File: config.mk
export PLATFORM = sky130hd
export DESIGN_NAME = skip_ctl
export DESIGN_NICKNAME = d
export VERILOG_FILES = /design/src/rtl/skip_ctl.sv
export SDC_FILE = /design/constraint.sdc
export NUM_CORES = 1
export LEC_CHECK = 0
export ABC_CLOCK_PERIOD_IN_PS = 3040
export CAP_MARGIN = 20
export CORE_MARGIN = 5
export CORE_UTILIZATION = 53
export CTS_CLUSTER_SIZE = 28
export DETAILED_ROUTE_END_ITERATION = 10
export DONT_BUFFER_PORTS = 1
export PLACE_DENSITY_LB_ADDON = 0.08
export SLEW_MARGIN = 20
export SYNTH_ARGS = -nofsm -noshare
export SYNTH_HDL_FRONTEND = slang
export SYNTH_SLANG_ARGS = --single-unit
File: constraint.sdc
create_clock -name iCLK -period 3.04 [get_ports iCLK]
set_clock_uncertainty 0.1 [all_clocks]
set_input_delay 0.456 -clock iCLK [delete_from_list [all_inputs] [get_ports iCLK]]
set_output_delay 0.456 -clock iCLK [all_outputs]
set_load 0.02 [all_outputs]
File: src/rtl/skip_ctl.sv
//------------------------------------------------------------------------------
// Module   : skip_ctl
// Brief    : Skip-ring sequencer: prescaled tick, ring position, gated slot
//            pulses and wrap-aligned REQ/ACK mask swap.
//            Optional SKIP_CTL_IMM_EN: apply a pending mask at once while E==0.
// Revision : 1.0 - initial release
//------------------------------------------------------------------------------
`default_nettype none

module skip_ctl #(
    parameter int              LEN      = 16,
    parameter int              DIVW     = 25,
    parameter logic [LEN-1:0]  DEF_MASK = 16'hCCCC,
    localparam int             POSW     = (LEN > 1) ? $clog2(LEN) : 1
) (
    input  logic              iCLK,
    input  logic              RST,
    input  logic              E,
    input  logic [DIVW-1:0]   PRE,
    input  logic              REQ,
    input  logic [LEN-1:0]    nMASK,
    output logic              ACK,
    output logic              oTICK,
    output logic              oSLOT,
    output logic              oB0,
    output logic [POSW-1:0]   oPOS,
    output logic [LEN-1:0]    oMASK
);

    localparam logic [POSW-1:0] c_LAST      = POSW'(LEN - 1);
    localparam logic [0:0]      c_ST_IDLE   = 1'b0;
    localparam logic [0:0]      c_ST_PEND   = 1'b1;

    logic [DIVW-1:0] r_cnt;
    logic [POSW-1:0] r_pos;
    logic [LEN-1:0]  r_amask;
    logic [LEN-1:0]  r_shadow;
    logic [0:0]      r_state;
    logic [0:0]      w_state_nxt;
    logic            w_tick;
    logic            w_wrap;
    logic            w_capture;
    logic            w_apply;
    logic            w_imm;

    always_comb begin
        w_tick = E && (r_cnt == PRE);
        w_wrap = w_tick && (r_pos == c_LAST);
    end

    // REQ seen in the ACK cycle is ignored so a held REQ cannot re-trigger
    always_comb begin
        w_state_nxt = r_state;
        w_capture   = 1'b0;
        w_apply     = 1'b0;
        w_imm       = 1'b0;
        case (r_state)
            c_ST_IDLE: begin
                if (REQ && !ACK) begin
                    w_capture   = 1'b1;
                    w_state_nxt = c_ST_PEND;
                end
            end
            c_ST_PEND: begin
                if (w_wrap) begin
                    w_apply = 1'b1;
                end
`ifdef SKIP_CTL_IMM_EN
                else if (!E) begin
                    w_apply = 1'b1;
                    w_imm   = 1'b1;
                end
`endif
                if (w_apply) begin
                    w_state_nxt = c_ST_IDLE;
                end
            end
            default: w_state_nxt = c_ST_IDLE;
        endcase
    end

    always_ff @(posedge iCLK or posedge RST) begin
        if (RST) begin
            r_state <= c_ST_IDLE;
        end else begin
            r_state <= w_state_nxt;
        end
    end

    // No clamping when PRE drops below cnt: the counter wraps naturally
    always_ff @(posedge iCLK or posedge RST) begin
        if (RST) begin
            r_cnt <= '0;
            r_pos <= '0;
        end else if (w_imm) begin
            r_cnt <= '0;
            r_pos <= '0;
        end else if (w_tick) begin
            r_cnt <= '0;
            r_pos <= (r_pos == c_LAST) ? '0 : r_pos + POSW'(1);
        end else if (E) begin
            r_cnt <= r_cnt + DIVW'(1);
        end
    end

    always_ff @(posedge iCLK or posedge RST) begin
        if (RST) begin
            r_amask  <= DEF_MASK;
            r_shadow <= '0;
            ACK      <= 1'b0;
        end else begin
            ACK <= w_apply;
            if (w_capture) begin
                r_shadow <= nMASK;
            end
            if (w_apply) begin
                r_amask <= r_shadow;
            end
        end
    end

    always_ff @(posedge iCLK or posedge RST) begin
        if (RST) begin
            oTICK <= 1'b0;
            oSLOT <= 1'b0;
            oB0   <= 1'b0;
        end else begin
            oTICK <= w_tick;
            oSLOT <= w_tick && r_amask[r_pos];
            oB0   <= w_tick && (r_pos == '0);
        end
    end

    assign oPOS  = r_pos;
    assign oMASK = r_amask;

endmodule

`default_nettype wire

# Word level (Yosys, flattened, before mapping)
# Index checks and enable logic that the tools add are counted.
# totals
inputBits	45
elab_cells	35
ff_bits	66
# classes
muxes	12
bitwise_logic	1
order_cmp	1
n_reduce_logical	8
addsub	2
n_eq_ne	2
# ops
op	count
2-to-1 mux 25 bit	2
adder 25 x 1 -> 25 bit (second input constant)	1
equality test 25 bit	1
2-to-1 mux 1 bit	7
logical AND 1 bit	5
less-than comparator 4 x 5 -> 1 bit (second input constant)	1
adder 4 x 1 -> 4 bit (second input constant)	1
binary-select mux 1 bit (select 4 bit)	1
equality test 4 bit (second input constant)	1
zero test 4 bit	1
2-to-1 mux 4 bit	1
case mux 1 bit (2 select lines)	1
nonzero test 2 bit	1
zero test 1 bit	1
inverter 1 bit	1

# Logic depth before layout (Yosys ltp)
# logic_depth
word_depth	7
mapped_depth	8
ltp_nobuf	6

# Least setup slack after synthesis
# OpenSTA, ideal clock, no wires.
# synth_timing
path_kind	input-to-reg
from	input port PRE[9]
to	register r_amask[0] (netlist: oMASK[0])
t_arrival_ns	2.114
cell_stages	6
setup_ns	0.125
path_buffers	1
setup_slack_ns	0.701
path_cell_list	xor2_1 > or4_4 > nor3_4 > nand4_4 > buf_6 > mux2_4
# synth_between
elab_chain_len	6
# synth_lines
item	line	text
start: declaration	19	input logic [DIVW-1:0] PRE,
equality test 25 bit	47	w_tick = E && (r_cnt == PRE);
logical AND 1 bit	47	
logical AND 1 bit	48	w_wrap = w_tick && (r_pos == c_LAST);
2-to-1 mux 1 bit	65	if (w_wrap) begin
2-to-1 mux 1 bit (2 in a row)	57	case (r_state)
end signal: assignment	117	r_amask <= r_shadow;
end: declaration	36	logic [LEN-1:0] r_amask;
# No other way between the ends. The select of a mux whose other input is x is not followed.
# A chain may end at the register's enable or synchronous reset.

# Worst setup path after layout
# layout_timing
from	register r_cnt[9]
to	register r_amask[0] (netlist: oMASK[0])
# layout_between
elab_chain_len	6
# layout_lines
item	line	text
start: declaration	34	logic [DIVW-1:0] r_cnt;
start signal: assignment	102	r_cnt <= r_cnt + DIVW'(1);
equality test 25 bit	47	
logical AND 1 bit	47	
logical AND 1 bit	48	
2-to-1 mux 1 bit	65	
2-to-1 mux 1 bit (2 in a row)	57	
# No other way between the ends. The select of a mux whose other input is x is not followed.

==> impl_metrics.sql <==
INSERT INTO impl_metrics (metric_group, metric, value, unit) VALUES
('run_status', 'status', 'finished clean', ''),
('global_route', 'track_usage', '18.8', '%'),
('detailed_routing', 'initialDrtViolationCount', '86', ''),
('min_path', 'whs_path_depth', '1', ''),
('finish', 'finish.utilization', '61.2', '%'),
('clock_tree', 'clkSinkCount', '66', ''),
('critical_path', 'crit_path_cell_trace', 'xor2_1 -> or4_4 -> nor3_4 -> nand4_4 -> mux2_4', ''),
('critical_path', 'setup.worst_path.end_class', 'register', ''),
('synth', 'ys_seq_area_share', '50.5', '%'),
('global_route', 'gr-usage-met2', '26.4', '%'),
('synth', 'synthDominantCellAreaShare', '44.1', '%'),
('detailed_routing', 'wl_per_cell', '18.4', 'um'),
('critical_path', 'timing.critical_path.from_type', 'register', ''),
('min_path', 'worst_hold_path.endpoint', 'r_cnt[1]', ''),
('finish', 'finish.net_count', '336', ''),
('placed_design', 'pre_cts_ws', '0.403', 'ns'),
('synth', 'count_of_unique_library_cells_instantiated_by_yosys', '39', ''),
('placed_design', 'place.gp.congestion', '0.744', ''),
('synth', 'netlist_instances', '276', ''),
('job', 'total_of_max_cap_violations', '0', ''),
('clock_tree', 'cts-root-to-sink-buffers', '2', ''),
('floorplanning', 'design.core.area', '5990', 'um^2'),
('pwr', 'cellInternalPower', '1.58', 'mW'),
('pwr', 'power.leakage', '1.60', 'nW'),
('timing', 'finalCriticalPeriod', '2.57', 'ns'),
('floorplanning', 'die_width', '88.8', 'um'),
('timing', 'grt_setup_unrepaired', 'false', ''),
('global_route', 'grt_antenna_before_repair', '0', ''),
('clock_tree', 'tritoncts_clock_tree', 'built', ''),
('global_route', 'globalRouteMet3Util', '6.24', '%'),
('timing', 'fmax', '0.390', 'GHz'),
('placed_design', 'place.port_buffers', '0', ''),
('synth', 'synth_largest_area_cell', 'dfrtp_1', ''),
('synth', 'netlist_top_cells_area', 'dfrtp_1, mux2_2, xor2_1, dfstp_2, xnor2_1', ''),
('timing', 'timing.max_slew.rel_slack', '52.7', '%'),
('detailed_routing', 'drt_wl_total', '6780', 'um'),
('floorplanning', 'rows', '28', ''),
('floorplanning', 'initial_utilization', '54.9', '%'),
('critical_path', 'slowest_delay', '0.57', 'ns'),
('synth', 'synth.ff_latch_count', '66', ''),
('pwr', 'pwr-share-comb', '9.9', '%'),
('critical_path', 'worst_r2r_endpoint', 'oMASK[0]', ''),
('global_route', 'grt-ovfl-total', '0', ''),
('finish', 'n_antenna_cell', '0', ''),
('clock_tree', 'clk_root_buffer_cell', 'clkbuf_8', ''),
('critical_path', 'crit_path_max_fanout', '16', ''),
('critical_path', 'worstRegToRegCells', '5', ''),
('timing', 'finalCritPeriodShare', '84.4', '%'),
('global_route', 'grt-busiest-layer', 'met2', ''),
('detailed_routing', 'routed-via-count', '2101', ''),
('finish', 'n_fill_cell', '496', ''),
('global_route', 'groute.layer.met1.usage', '26.2', '%'),
('placed_design', 'hpwl', '4980', 'um'),
('clock_tree', 'cts_made_buffers', '9', ''),
('floorplanning', 'ios', '69', ''),
('timing', 'actual_transition_at_the_worst_max_transition_pin', '0.703', 'ns'),
('synth', 'syn-mean-instance-area', '11.9', 'um^2'),
('critical_path', 'critPathRequiredTime', '3.16', 'ns'),
('detailed_routing', 'drt.antenna.violating_nets', '0', ''),
('pwr', 'share_seq_of_total_power', '49.0', '%'),
('critical_path', 'timing.critical_path.slowest_stage_cell', 'or4_4', ''),
('pwr', 'finalPower', '2.10', 'mW'),
('clock_tree', 'htreeDepth', '3', ''),
('pwr', 'powerDensity', '571', 'nW/um^2'),
('critical_path', 'r2r-start', 'r_cnt[9]', ''),
('critical_path', 'ff2ff_setup_slack', '0.47', 'ns'),
('timing', 'timing.final.setup_violations', '0', ''),
('global_route', 'first_pass_grt_wire_length', '10900', 'um'),
('timing', 'final_count_of_hold_timing_violations', '0', ''),
('synth', 'synth.yosys.warnings', '0', ''),
('timing', 'finalMaxSlewViolations', '0', '');
[synthesized netlist by cell type (2+ instances only)]
master	number
mux4_2	4
buf_2	2
nor3_1	2
ha_1	3
or4_4	2
dfstp_2	8
nand3_1	10
a21oi_1	3
nor2_1	32
clkbuf_1	5
mux2_4	10
nand4_1	14
mux2_2	23
o21ai_0	2
nor4_1	4
inv_1	6
nand2_1	17
xor2_1	27
and3_1	3
or2_2	2
dfrtp_1	58
xnor2_1	22
[flip-flops by register name, indices dropped and copies added, names as in the netlist]
| register | cells |
|---|---|
| oPOS | 4 |
| ACK | 1 |
| r_shadow | 16 |
| oB0 | 1 |
| oSLOT | 1 |
| r_state | 1 |
| oMASK | 16 |
| oTICK | 1 |
| r_cnt | 25 |
[worst max-delay path, delay by kind of cell (launching register included)]
family / cells / cell delay (ns)
flops: 1 / 0.42
xor+xnor: 1 / 0.19
simple gates: 3 / 1.32
mux: 1 / 0.43
[stage by stage]
stage / area, um^2 / cells
after detailed placement: 3420 / 351
after global placement: 3420 / 351
after floorplan: 3290 / 276
after CTS: 3670 / 368
after global routing: 3670 / 368
final: 3670 / 368
[worst max-delay path by stage]
stage | cells after the start | startpoint | end | slack [ns]
3_3_place_gp | 5 | PRE[9] | oMASK[9] | 0.47
2_1_floorplan | 6 | PRE[9] | oMASK[0] | 0.70
5_1_grt | 5 | r_cnt[9] | oMASK[0] | 0.33
4_1_cts | 5 | r_cnt[9] | oMASK[0] | 0.44
6_report | 5 | r_cnt[9] | oMASK[0] | 0.47
3_5_place_dp | 5 | PRE[9] | oMASK[0] | 0.40
[placed cells by master, fill, tap and decap left out, types with 4 or more instances in the layout]
cell      instances
dfrtp_1          58
nor2_1           32
xor2_1           27
mux2_2           23
xnor2_1          22
nand2_1          17
nand4_1          14
clkbuf_8         12
nand3_1          10
mux2_4           10
dfstp_2           8
buf_4             7
inv_1             5
nor4_1            4
mux4_2            4
[cell families after synthesis]
family | count (synthesis) | synth area share, %
buffers and inverters | 15 | 2.02
multiplexers | 37 | 15.2
adder cells (fa/ha/maj) | 3 | 1.14
XOR/XNOR | 49 | 13.0
AO/OA/AOI/OAI | 9 | 1.71
AND/OR/NAND/NOR | 97 | 16.4
flip-flops | 66 | 50.5
[cell type report]
class | instances | area [um^2] | share of cell area (%)
well taps | 75 | 93.8 | 2.56
multi-input cells | 195 | 1570 | 42.7
inverters | 7 | 26.3 | 0.716
repair buffers | 9 | 82.6 | 2.25
flip-flops and latches | 66 | 1660 | 45.3
clock buffers | 12 | 165 | 4.50
clock inverters | 4 | 72.6 | 1.98
[routing by layer]
metal / part of all wire [%] / up-vias
li1: - / 986
met1: 47 / 1039
met2: 43 / 65
met3: 8.2 / 11
met4: 1.9 / 0
met5: 0 / -
[timing repair]
item	CTS	global route
gates resized for setup	0	0
setup endpoints to repair	0	0
buffers inserted	0	0
hold buffers	1	0
endpoints found under the hold margin	19	0
[power groups by stage]
| stage | combinational [mW] | sequential, mW | clock (mW) |
|---|---|---|---|
| final | 0.208 | 1.03 | 0.862 |
| after global routing | 0.240 | 1.04 | 0.919 |
| after CTS | 0.211 | 1.03 | 0.882 |
| after detailed placement | 0.208 | 1.04 | 0 |
| after global placement | 0.205 | 1.04 | 0 |
| after floorplan | 0.180 | 1.02 | 0 |
No activity file was read; power rests on OpenSTA's default activity.
